==> src/rtl/sled_pkg.sv <==
// Shared constants and helpers for the multiplexed seven-segment driver.
//   SEG_BLANK : all segments and dp off (active-low bus value)
//   SEG_OFF   : all seven segments off, dp untouched
//   HEX_SEG   : hex nibble -> active-low segments g..a
//   lz_mask   : per-digit leading-zero blank flags
package sled_pkg;

    localparam logic [7:0] SEG_BLANK = 8'hFF;
    localparam logic [6:0] SEG_OFF   = 7'h7F;

    localparam logic [6:0] HEX_SEG [16] = '{
        7'h40, 7'h79, 7'h24, 7'h30, 7'h19, 7'h12, 7'h02, 7'h78,
        7'h00, 7'h10, 7'h08, 7'h03, 7'h46, 7'h21, 7'h06, 7'h0E
    };

    // Bit i is set when nibbles digits-1..i are all zero; digit 0 is never flagged.
    function automatic logic [7:0] lz_mask(input logic [31:0] nibbles,
                                           input int unsigned digits);
        logic [7:0] mask;
        logic       zero_run;
        mask     = '0;
        zero_run = 1'b1;
        for (int unsigned k = 8; k > 1; k--) begin
            if (k - 1 < digits) begin
                zero_run    = zero_run & (nibbles[4*(k-1) +: 4] == 4'h0);
                mask[k-1]   = zero_run;
            end
        end
        return mask;
    endfunction

endpackage

==> src/rtl/sled_scan_if.sv <==
// Bundle between the value logic (master) and the display driver (slave).
//   en, load, data, dp, blank_lz : control and value from the master
//   pending                      : captured value not yet on the display
//   seg, dig                     : active-low pin drive
interface sled_scan_if #(
    parameter int unsigned DIGITS = 4
);
    logic                  en;
    logic                  load;
    logic [4*DIGITS-1:0]   data;
    logic [DIGITS-1:0]     dp;
    logic                  blank_lz;
    logic                  pending;
    logic [7:0]            seg;
    logic [DIGITS-1:0]     dig;

    modport master (
        output en, load, data, dp, blank_lz,
        input  pending, seg, dig
    );

    modport slave (
        input  en, load, data, dp, blank_lz,
        output pending, seg, dig
    );
endinterface

==> src/rtl/sled_decode.sv <==
// Combinational hex nibble to active-low seven-segment decoder.
//   nibble : 4-bit value
//   seg    : segments g..a, 0 = lit
module sled_decode
    import sled_pkg::*;
(
    input  logic [3:0] nibble,
    output logic [6:0] seg
);
    always_comb begin
        seg = HEX_SEG[nibble];
    end
endmodule

==> src/rtl/sled_scan.sv <==
// Time-multiplexed common-anode seven-segment driver with dead time,
// leading-zero blanking and frame-synchronous value update.
//   clk, rst : clock, synchronous active-high reset
//   bus      : slave side of sled_scan_if (en/load/data/dp/blank_lz in,
//              pending/seg/dig out); seg and dig are registered.
module sled_scan
    import sled_pkg::*;
#(
    parameter int unsigned DIGITS   = 4,
    parameter int unsigned SCAN_DIV = 50000,
    parameter int unsigned DEAD     = 500
) (
    input  logic        clk,
    input  logic        rst,
    sled_scan_if.slave  bus
);
    localparam int unsigned CW = $clog2(SCAN_DIV);
    localparam int unsigned IW = (DIGITS > 1) ? $clog2(DIGITS) : 1;

    localparam logic [CW-1:0] CNT_LAST = CW'(SCAN_DIV - 1);
    localparam logic [CW-1:0] CNT_DEAD = CW'(DEAD);
    localparam logic [IW-1:0] IDX_LAST = IW'(DIGITS - 1);

    logic [CW-1:0]         cnt;
    logic [IW-1:0]         idx;
    logic [4*DIGITS-1:0]   act_data;
    logic [DIGITS-1:0]     act_dp;
    logic [4*DIGITS-1:0]   pend_data;
    logic [DIGITS-1:0]     pend_dp;
    logic                  pending;
    logic [7:0]            seg_q;
    logic [DIGITS-1:0]     dig_q;

    logic                  slot_end;
    logic                  frame_end;
    logic [31:0]           act_wide;
    logic [7:0]            dp_wide;
    logic [7:0]            lz_vec;
    logic [3:0]            nibble;
    logic [6:0]            dec_seg;

    assign slot_end  = bus.en && (cnt == CNT_LAST);
    assign frame_end = slot_end && (idx == IDX_LAST);

    // Widen to fixed 8-digit views so variable selects never leave range.
    always_comb begin
        act_wide                 = '0;
        act_wide[4*DIGITS-1:0]   = act_data;
        dp_wide                  = '0;
        dp_wide[DIGITS-1:0]      = act_dp;
        lz_vec                   = lz_mask(act_wide, DIGITS);
        nibble                   = act_wide[{idx, 2'b00} +: 4];
    end

    sled_decode u_decode (
        .nibble (nibble),
        .seg    (dec_seg)
    );

    // Scan position: counter frozen while en is low.
    always_ff @(posedge clk) begin
        if (rst) begin
            cnt <= '0;
            idx <= '0;
        end else if (bus.en) begin
            if (cnt == CNT_LAST) begin
                cnt <= '0;
                idx <= (idx == IDX_LAST) ? '0 : idx + 1'b1;
            end else begin
                cnt <= cnt + 1'b1;
            end
        end
    end

    // Load on a boundary bypasses the pending stage so it commits in that
    // same cycle; otherwise the latest capture waits for the next boundary.
    always_ff @(posedge clk) begin
        if (rst) begin
            pend_data <= '0;
            pend_dp   <= '0;
            pending   <= 1'b0;
            act_data  <= '0;
            act_dp    <= '0;
        end else if (bus.load) begin
            pend_data <= bus.data;
            pend_dp   <= bus.dp;
            if (frame_end) begin
                act_data <= bus.data;
                act_dp   <= bus.dp;
                pending  <= 1'b0;
            end else begin
                pending  <= 1'b1;
            end
        end else if (frame_end && pending) begin
            act_data <= pend_data;
            act_dp   <= pend_dp;
            pending  <= 1'b0;
        end
    end

    always_ff @(posedge clk) begin
        if (rst) begin
            seg_q <= SEG_BLANK;
            dig_q <= '1;
        end else if (!bus.en || (cnt < CNT_DEAD)) begin
            seg_q <= SEG_BLANK;
            dig_q <= '1;
        end else begin
            dig_q <= ~(DIGITS'(1) << idx);
            seg_q <= {~dp_wide[idx], (bus.blank_lz && lz_vec[idx]) ? SEG_OFF : dec_seg};
        end
    end

    assign bus.pending = pending;
    assign bus.seg     = seg_q;
    assign bus.dig     = dig_q;

endmodule

==> src/flat_wrapper.sv <==
// flat-port wrapper written by rule: the top's interface ports become plain ports
module sled_scan_flat import sled_pkg::*;
#(
    parameter int unsigned DIGITS   = 4,
    parameter int unsigned SCAN_DIV = 50000,
    parameter int unsigned DEAD     = 500
)
  (clk, rst, bus_en, bus_load, bus_data, bus_dp, bus_blank_lz, bus_pending, bus_seg, bus_dig);
  sled_scan_if #(.DIGITS(DIGITS)) bus_i ();
  input  logic clk;
  input  logic rst;
  input wire logic [$bits(bus_i.en)-1:0] bus_en;
  input wire logic [$bits(bus_i.load)-1:0] bus_load;
  input wire logic [$bits(bus_i.data)-1:0] bus_data;
  input wire logic [$bits(bus_i.dp)-1:0] bus_dp;
  input wire logic [$bits(bus_i.blank_lz)-1:0] bus_blank_lz;
  output wire logic [$bits(bus_i.pending)-1:0] bus_pending;
  output wire logic [$bits(bus_i.seg)-1:0] bus_seg;
  output wire logic [$bits(bus_i.dig)-1:0] bus_dig;
  assign bus_i.en = bus_en;
  assign bus_i.load = bus_load;
  assign bus_i.data = bus_data;
  assign bus_i.dp = bus_dp;
  assign bus_i.blank_lz = bus_blank_lz;
  assign bus_pending = bus_i.pending;
  assign bus_seg = bus_i.seg;
  assign bus_dig = bus_i.dig;
  sled_scan #(.DIGITS(DIGITS), .SCAN_DIV(SCAN_DIV), .DEAD(DEAD)) u_core (.clk(clk), .rst(rst), .bus(bus_i));
endmodule
==> config.mk <==
export PLATFORM = sky130hd
export DESIGN_NAME = sled_scan_flat
export DESIGN_NICKNAME = d
export VERILOG_FILES = /design/src/rtl/sled_pkg.sv /design/src/rtl/sled_scan_if.sv /design/src/rtl/sled_decode.sv /design/src/rtl/sled_scan.sv /design/src/flat_wrapper.sv
export SDC_FILE = /design/constraint.sdc
export NUM_CORES = 1
export LEC_CHECK = 0
export ABC_AREA = 1
export BUFFER_PORTS_ARGS = -buffer_cell sky130_fd_sc_hd__buf_2
export CAP_MARGIN = 25
export CORE_ASPECT_RATIO = 1.25
export CORE_MARGIN = 4
export CORE_UTILIZATION = 58
export CTS_CLUSTER_SIZE = 40
export DETAILED_ROUTE_END_ITERATION = 12
export MAX_ROUTING_LAYER = met4
export PLACE_DENSITY = 0.89
export SYNTH_ARGS = -nofsm -noshare
export SYNTH_HDL_FRONTEND = slang
export SYNTH_SLANG_ARGS = --single-unit
==> constraint.sdc <==
create_clock -name clk -period 2.3 [get_ports clk]
set_input_delay 0.115 -clock clk [delete_from_list [all_inputs] [get_ports clk]]
set_output_delay 0.115 -clock clk [all_outputs]
set_load 0.02 [all_outputs]
==> flow_metrics.py, run 1 <==
metrics = {
    "timing": {
        "setup-violations-final": 0,
        "rsz0062_at_grt": "no",
        "clock-skew-final_ns": 0.00939,
        "finalMaxSlewViolations": 0,
        "finalSetupTns_ns": 0,
        "min_period_over_period": 0.827,
        "relSlewSlack": 0.661,
        "period_needed_ns": 1.90,
        "hold_viol_final": 0,
        "worst_pin_slew_ns": 0.508,
        "fmax_ghz": 0.526,
        "hold_ws_ns": 0.0261,
    },
    "setup_path": {
        "startpoint_type": "register",
        "path_buf_inv": 3,
        "reg2reg_from": "u_core.idx[0]",
        "cp_common_cell": "nand3_1",
        "cp_slowest_cell": "dfxtp_1",
        "cp-startpoint": "u_core.idx[0]",
        "worst_path_largest_cell_delay_ns": 0.64,
        "path_cells": "inv_2 > nand2_1 > nand3_1 > nand2_1 > inv_1 > ha_1 > inv_1 > nand3_1 > nand3_1 > nand3_1",
        "crit_type": "register to register",
        "worstPathArrival_ns": 2.13,
        "worstPathMaxFanout": 14,
        "crit_family": "flip-flops",
        "cp.required_ns": 2.53,
        "worst_setup_path_end_kind": "register",
    },
    "logic_synthesis": {
        "synth_area_per_cell_um2": 7.37,
        "synth_top_area_share": 0.400,
        "ys_seq_area_frac": 0.400,
        "yosys.area.top_type": "dfxtp_1",
        "ys_ff_latch": 71,
        "synth_cell_types": 32,
        "yosys-top-cells-area": "dfxtp_1 40%, nand2_1 9.4%, nor2_1 7.9%",
        "yosys_warnings": 0,
        "syn-cell-area_um2": 3550,
        "synth_cells": 482,
        "synthesis.nets": 518,
    },
    "clock_tree": {
        "cts_buffers": 9,
        "cts_tree": "built",
        "post_cts_buffers": 0,
        "clock_latency_ns": 0.35,
        "clock-sinks": 71,
        "h-tree-depth": 3,
        "cts.reportedPaths.clkPinSlew_ns": 0.08,
        "postCtsResizedCells": 0,
        "cts-root-buf": "clkbuf_8",
        "cts_buffer_depth": 2,
        "holdBufCountCts": 0,
    },
    "finish": {
        "syn_to_final_growth_pct": 12.8,
        "n_fill_cell": 444,
        "diodes": 0,
        "seq_area_um2": 1420,
        "multi_input_area_um2": 1780,
        "nets": 557,
        "drive_gt1_frac": 0.203,
    },
    "floorplan": {
        "core_area_um2": 5860,
        "die_h_um": 95.5,
        "row_count": 31,
        "die-area_um2": 7450,
        "die_width_um": 78.0,
        "start_util": 0.607,
        "io_pins": 38,
    },
    "detailed_routing": {
        "drt_iter0_markers": 146,
        "routed_wl_um": 7660,
        "wl_per_cell_um": 12.6,
        "ant_nets": 0,
        "firstDrtPassIters": 5,
        "drcViolationCount": 0,
        "vias": 3145,
        "vias_per_cell": 5.17,
    },
    "power_and_ir_drop": {
        "p_leak_uw": 0.00177,
        "power_density_nw_per_um2": 609,
        "peakVddDrop_mv": 0.467,
    },
    "status": {
        "status": "complete, no violations",
    },
    "job": {
        "drv_cap": 0,
    },
    "hold_path": {
        "hold_class": "input port to register",
        "min_from": "bus_data[13]",
    },
    "placed_design": {
        "gp_congestion": 0.919,
        "dp_hpwl_um": 5600,
        "io_buffers": 37,
    },
    "global_routing": {
        "grt_use_total": 0.232,
        "grt_pass1_vias": 3048,
        "antenna_found_initial": 0,
        "grt_max_degree": 28,
        "overflow": 0,
        "grt_pass1_wl_um": 13500,
    },
}
-- worst paths after layout --
| check | slack [ns] | to | cells past startpoint |
|---|---|---|---|
| worst max-delay path | 0.40 | u_core.bus.seg[0] | 10 |
| worst min-delay path | 0.03 | u_core.pend_data[13] | 3 |
| worst max register to register | 0.40 | u_core.bus.seg[0] | 10 |
| worst min register to register | 0.51 | u_core.pend_data[13] | 2 |
-- sequential cells by signal, indices dropped and copies added, names as in the netlist --
| signal | cells |
|---|---|
| u_core.idx | 2 |
| u_core.pend_dp | 4 |
| u_core.bus.seg | 8 |
| u_core.pend_data | 16 |
| u_core.bus.pending | 1 |
| u_core.act_dp | 4 |
| u_core.cnt | 16 |
| u_core.bus.dig | 4 |
| u_core.act_data | 16 |
-- per-layer routing --
layer / vias to the layer above / global-route usage / part of all wire
li1: 1603 / - / -
met1: 1443 / 0.265 / 0.44
met2: 78 / 0.396 / 0.49
met3: 21 / 0.0359 / 0.045
met4: 0 / 0.114 / 0.027
met5: - / - / 0
-- cells by family after synthesis --
logic type / share of synthesized area
AO/OA/AOI/OAI: 0.0426
XOR/XNOR: 0.0148
adder cells (fa/ha/maj): 0.0387
buffers and inverters: 0.101
flip-flops: 0.400
multiplexers: 0.0563
AND/OR/NAND/NOR: 0.347
-- tightest hold or removal path, cell delays in order --
cell	delay [ns]
buf_2	0.08
mux2i_1	0.07
nor2_1	0.08
-- through the flow --
stage | instance area [um^2] | worst slack [ns] | cells | power, uW | utilization
after CTS | 4010 | 0.406 | 608 | 2460 | 0.685
after global routing | 4010 | 0.176 | 608 | 2530 | 0.685
final | 4010 | 0.398 | 608 | 2440 | 0.685
after detailed placement | 3800 | 0.422 | 592 | 1420 | 0.649
after global placement | 3800 | 0.558 | 592 | 1420 | 0.649
after floorplan | 3550 | 0.650 | 482 | 1370 | -
-- layout by cell type (no fill, tap or decap), drive strengths merged --
cell / n
nand2: 113
o211ai: 4
clkbuf: 10
nor2: 82
a31oi: 1
a21oi: 9
bufinv: 1
o21ai: 11
a211oi: 1
nor3b: 3
clkinvlp: 1
ha: 11
or2: 1
xor2: 4
dfxtp: 71
nor3: 6
nand4: 27
inv: 70
mux2i: 20
buf: 46
nand3: 32
xnor2: 2
-- power breakdown --
group          total, uW  internal (uW)  switching, uW
logic                133           51.7           81.4
registers           1260           1250           9.53
clock network       1050            545            501
-- cell usage after synthesis, drive strengths merged --
cell	instances
a211oi	1
a21oi	9
a31oi	1
buf	12
clkbuf	6
dfxtp	71
ha	11
inv	66
mux2i	20
nand2	113
nand3	32
nand4	27
nor2	82
nor3	6
nor3b	3
o211ai	4
o21ai	11
or2	1
xnor2	2
xor2	4
-- layout make-up --
cell class	count	share of cell area
clock inverters	6	0.0181
inverters	66	0.0618
multi-input cells	327	0.443
clock buffers	10	0.0343
repair buffers	46	0.0630
flip-flops and latches	71	0.354
well taps	82	0.0256
No activity file was read; power rests on OpenSTA's default activity.
==> run 2, diff against run 1 <==
--- a/config.mk
+++ b/config.mk
@@ -10,11 +10,11 @@
 export CAP_MARGIN = 25
 export CORE_ASPECT_RATIO = 1.25
 export CORE_MARGIN = 4
-export CORE_UTILIZATION = 58
+export CORE_UTILIZATION = 53
 export CTS_CLUSTER_SIZE = 40
 export DETAILED_ROUTE_END_ITERATION = 12
 export MAX_ROUTING_LAYER = met4
-export PLACE_DENSITY = 0.89
+export PLACE_DENSITY = 0.86
 export SYNTH_ARGS = -nofsm -noshare
 export SYNTH_HDL_FRONTEND = slang
 export SYNTH_SLANG_ARGS = --single-unit
==> constraint.sdc (replaced) <==
create_clock -name clk -period 1.52 [get_ports clk]
set_input_delay 0.076 -clock clk [delete_from_list [all_inputs] [get_ports clk]]
set_output_delay 0.076 -clock clk [all_outputs]
set_load 0.02 [all_outputs]
==> flow_metrics.py, run 2 (same netlist as run 1, synthesis figures left out) <==
metrics = {
    "status": {
        "status": "finished with violations",
        "violations": "hold timing, setup timing",
    },
    "finish": {
        "fin_util": 0.719,
        "drive_gt1_frac": 0.335,
        "seq_area_um2": 1440,
        "n_fill_cell": 461,
        "syn_to_final_growth_pct": 32.0,
        "fin_cells": 655,
        "largestRegisters": "u_core.act_data x16, u_core.cnt x16, u_core.pend_data x16",
        "layout_common_cells": "81 x nand2_1, 66 x nor2_1, 60 x dfxtp_1, 47 x inv_1, 37 x buf_2",
        "nets": 599,
        "diodes": 0,
        "mostFrequentLayoutCell": "nand2_1",
        "multi_input_area_um2": 1990,
    },
    "setup_path": {
        "crit_type": "register to register",
        "reg2reg_from": "u_core.cnt[1]",
        "crit_family": "simple AND/OR/NAND/NOR gates",
        "path_buf_inv": 3,
        "cp-startpoint": "u_core.cnt[1]",
        "startpoint_type": "register",
        "cp_slowest_cell": "dfxtp_2",
        "worstPathMaxFanout": 5,
        "worstPathArrival_ns": 1.91,
        "worst_path_largest_cell_delay_ns": 0.36,
        "path_cells": "ha_4 > nand3_4 > nor3_4 > nand4_4 > buf_12 > buf_16 > nand2_4 > inv_2 > nor2_1",
        "cp.required_ns": 1.82,
        "worst_setup_path_end_kind": "register",
    },
    "timing": {
        "rsz0062_at_grt": "yes",
        "min_period_over_period": 1.06,
        "fin_ws_ns": -0.0934,
        "relSlewSlack": 0.822,
        "worst_pin_slew_ns": 0.260,
        "period_needed_ns": 1.61,
        "fmax_ghz": 0.620,
        "finalMaxSlewViolations": 0,
        "hold_viol_final": 3,
        "hold_ws_ns": -0.0250,
        "clock-skew-final_ns": 0.00847,
        "setup-violations-final": 13,
    },
    "detailed_routing": {
        "routed_wl_um": 10500,
        "drcViolationCount": 0,
        "wl_per_cell_um": 16.0,
        "vias": 3663,
        "vias_per_cell": 5.59,
        "firstDrtPassIters": 6,
        "ant_nets": 0,
        "drt_iter0_markers": 275,
    },
    "power_and_ir_drop": {
        "pwr-share-seq": 0.502,
        "p_leak_uw": 0.00207,
        "power_switching_uw": 978,
        "sw_frac_of_total": 0.257,
        "peakVddDrop_mv": 0.739,
        "total_power_uw": 3800,
        "power_density_nw_per_um2": 811,
        "combPwrFrac": 0.066,
        "pwr-share-clk": 0.433,
        "intPower_uw": 2830,
    },
    "floorplan": {
        "row_count": 33,
        "die-area_um2": 8090,
        "die_width_um": 81.3,
        "core_area_um2": 6520,
        "die_h_um": 99.6,
        "io_pins": 38,
        "start_util": 0.545,
    },
    "clock_tree": {
        "cts_tree": "built",
        "cts-root-buf": "clkbuf_8",
        "cts_buffer_depth": 2,
        "h-tree-depth": 3,
        "clock-sinks": 71,
        "clock_latency_ns": 0.37,
        "cts_buffers": 9,
        "cts.reportedPaths.clkPinSlew_ns": 0.09,
    },
    "placed_design": {
        "post-place-ws_ns": -0.0726,
        "io_buffers": 37,
        "gp_congestion": 0.949,
        "place_inst": 613,
        "dp_hpwl_um": 5950,
    },
    "hold_path": {
        "hold_class": "input port to register",
        "min_from": "bus_data[8]",
    },
    "global_routing": {
        "grt_pass1_vias": 3382,
        "overflow": 0,
        "grt_pass1_wl_um": 15400,
        "grt_max_degree": 24,
        "grt_use_total": 0.253,
        "antenna_found_initial": 0,
    },
    "job": {
        "drv_cap": 0,
    },
}
## run 2: worst paths after layout
check                         to  slack [ns]  cells after the start
max reg2reg   u_core.act_data[2]       -0.09                      9
min          u_core.pend_data[8]       -0.03                      3
min reg2reg  u_core.pend_data[8]        0.51                      2
max           u_core.act_data[2]       -0.09                      9
## run 2: area by class of cell
cell class | count | share of cell area
clock buffer | 10 | 0.0293
inverter | 66 | 0.0533
timing repair buffer | 88 | 0.147
sequential | 71 | 0.307
clock inverter | 6 | 0.0157
tap | 87 | 0.0232
multi-input combinational | 327 | 0.424
## run 2: what timing repair did
action / in CTS / in global routing
hold buffers: 9 / 0
buffers inserted: 9 / 5
pin swaps: 9 / 23
endpoints found under the setup margin: 25 / 37
cloned: 2 / 3
endpoints found under the hold margin: 10 / 0
resized for setup: 19 / 59
## run 2: power by group through the flow
stage	combinational, uW	clock, uW	sequential (uW)
final	250	1650	1910
after global routing	271	1720	1910
after CTS	234	1650	1910
after detailed placement	203	0	1950
after global placement	195	0	1950
after floorplan	127	0	1950
## run 2: through the flow
stage | TNS (ns) | cell area [um^2]
finish | -0.416 | 4690
CTS | -0.0159 | 4470
detailed placement | -0.275 | 3970
floorplan | 0 | 3580
global placement | -0.0171 | 3970
global route | -1.98 | 4690
## run 2: layer usage
layer  track usage  part of all wire
met4         0.138             0.060
met3        0.0553             0.070
met1         0.277              0.37
met5             -                 0
met2         0.421              0.50
## run 2: worst register-to-register path, stage by stage, from the launching register on
cell and delay [ns]:
dfxtp_2 0.36, ha_4 0.16, nand3_4 0.10, nor3_4 0.25, nand4_4 0.16, buf_12 0.17
buf_16 0.14, nand2_4 0.05, inv_2 0.03, nor2_1 0.12
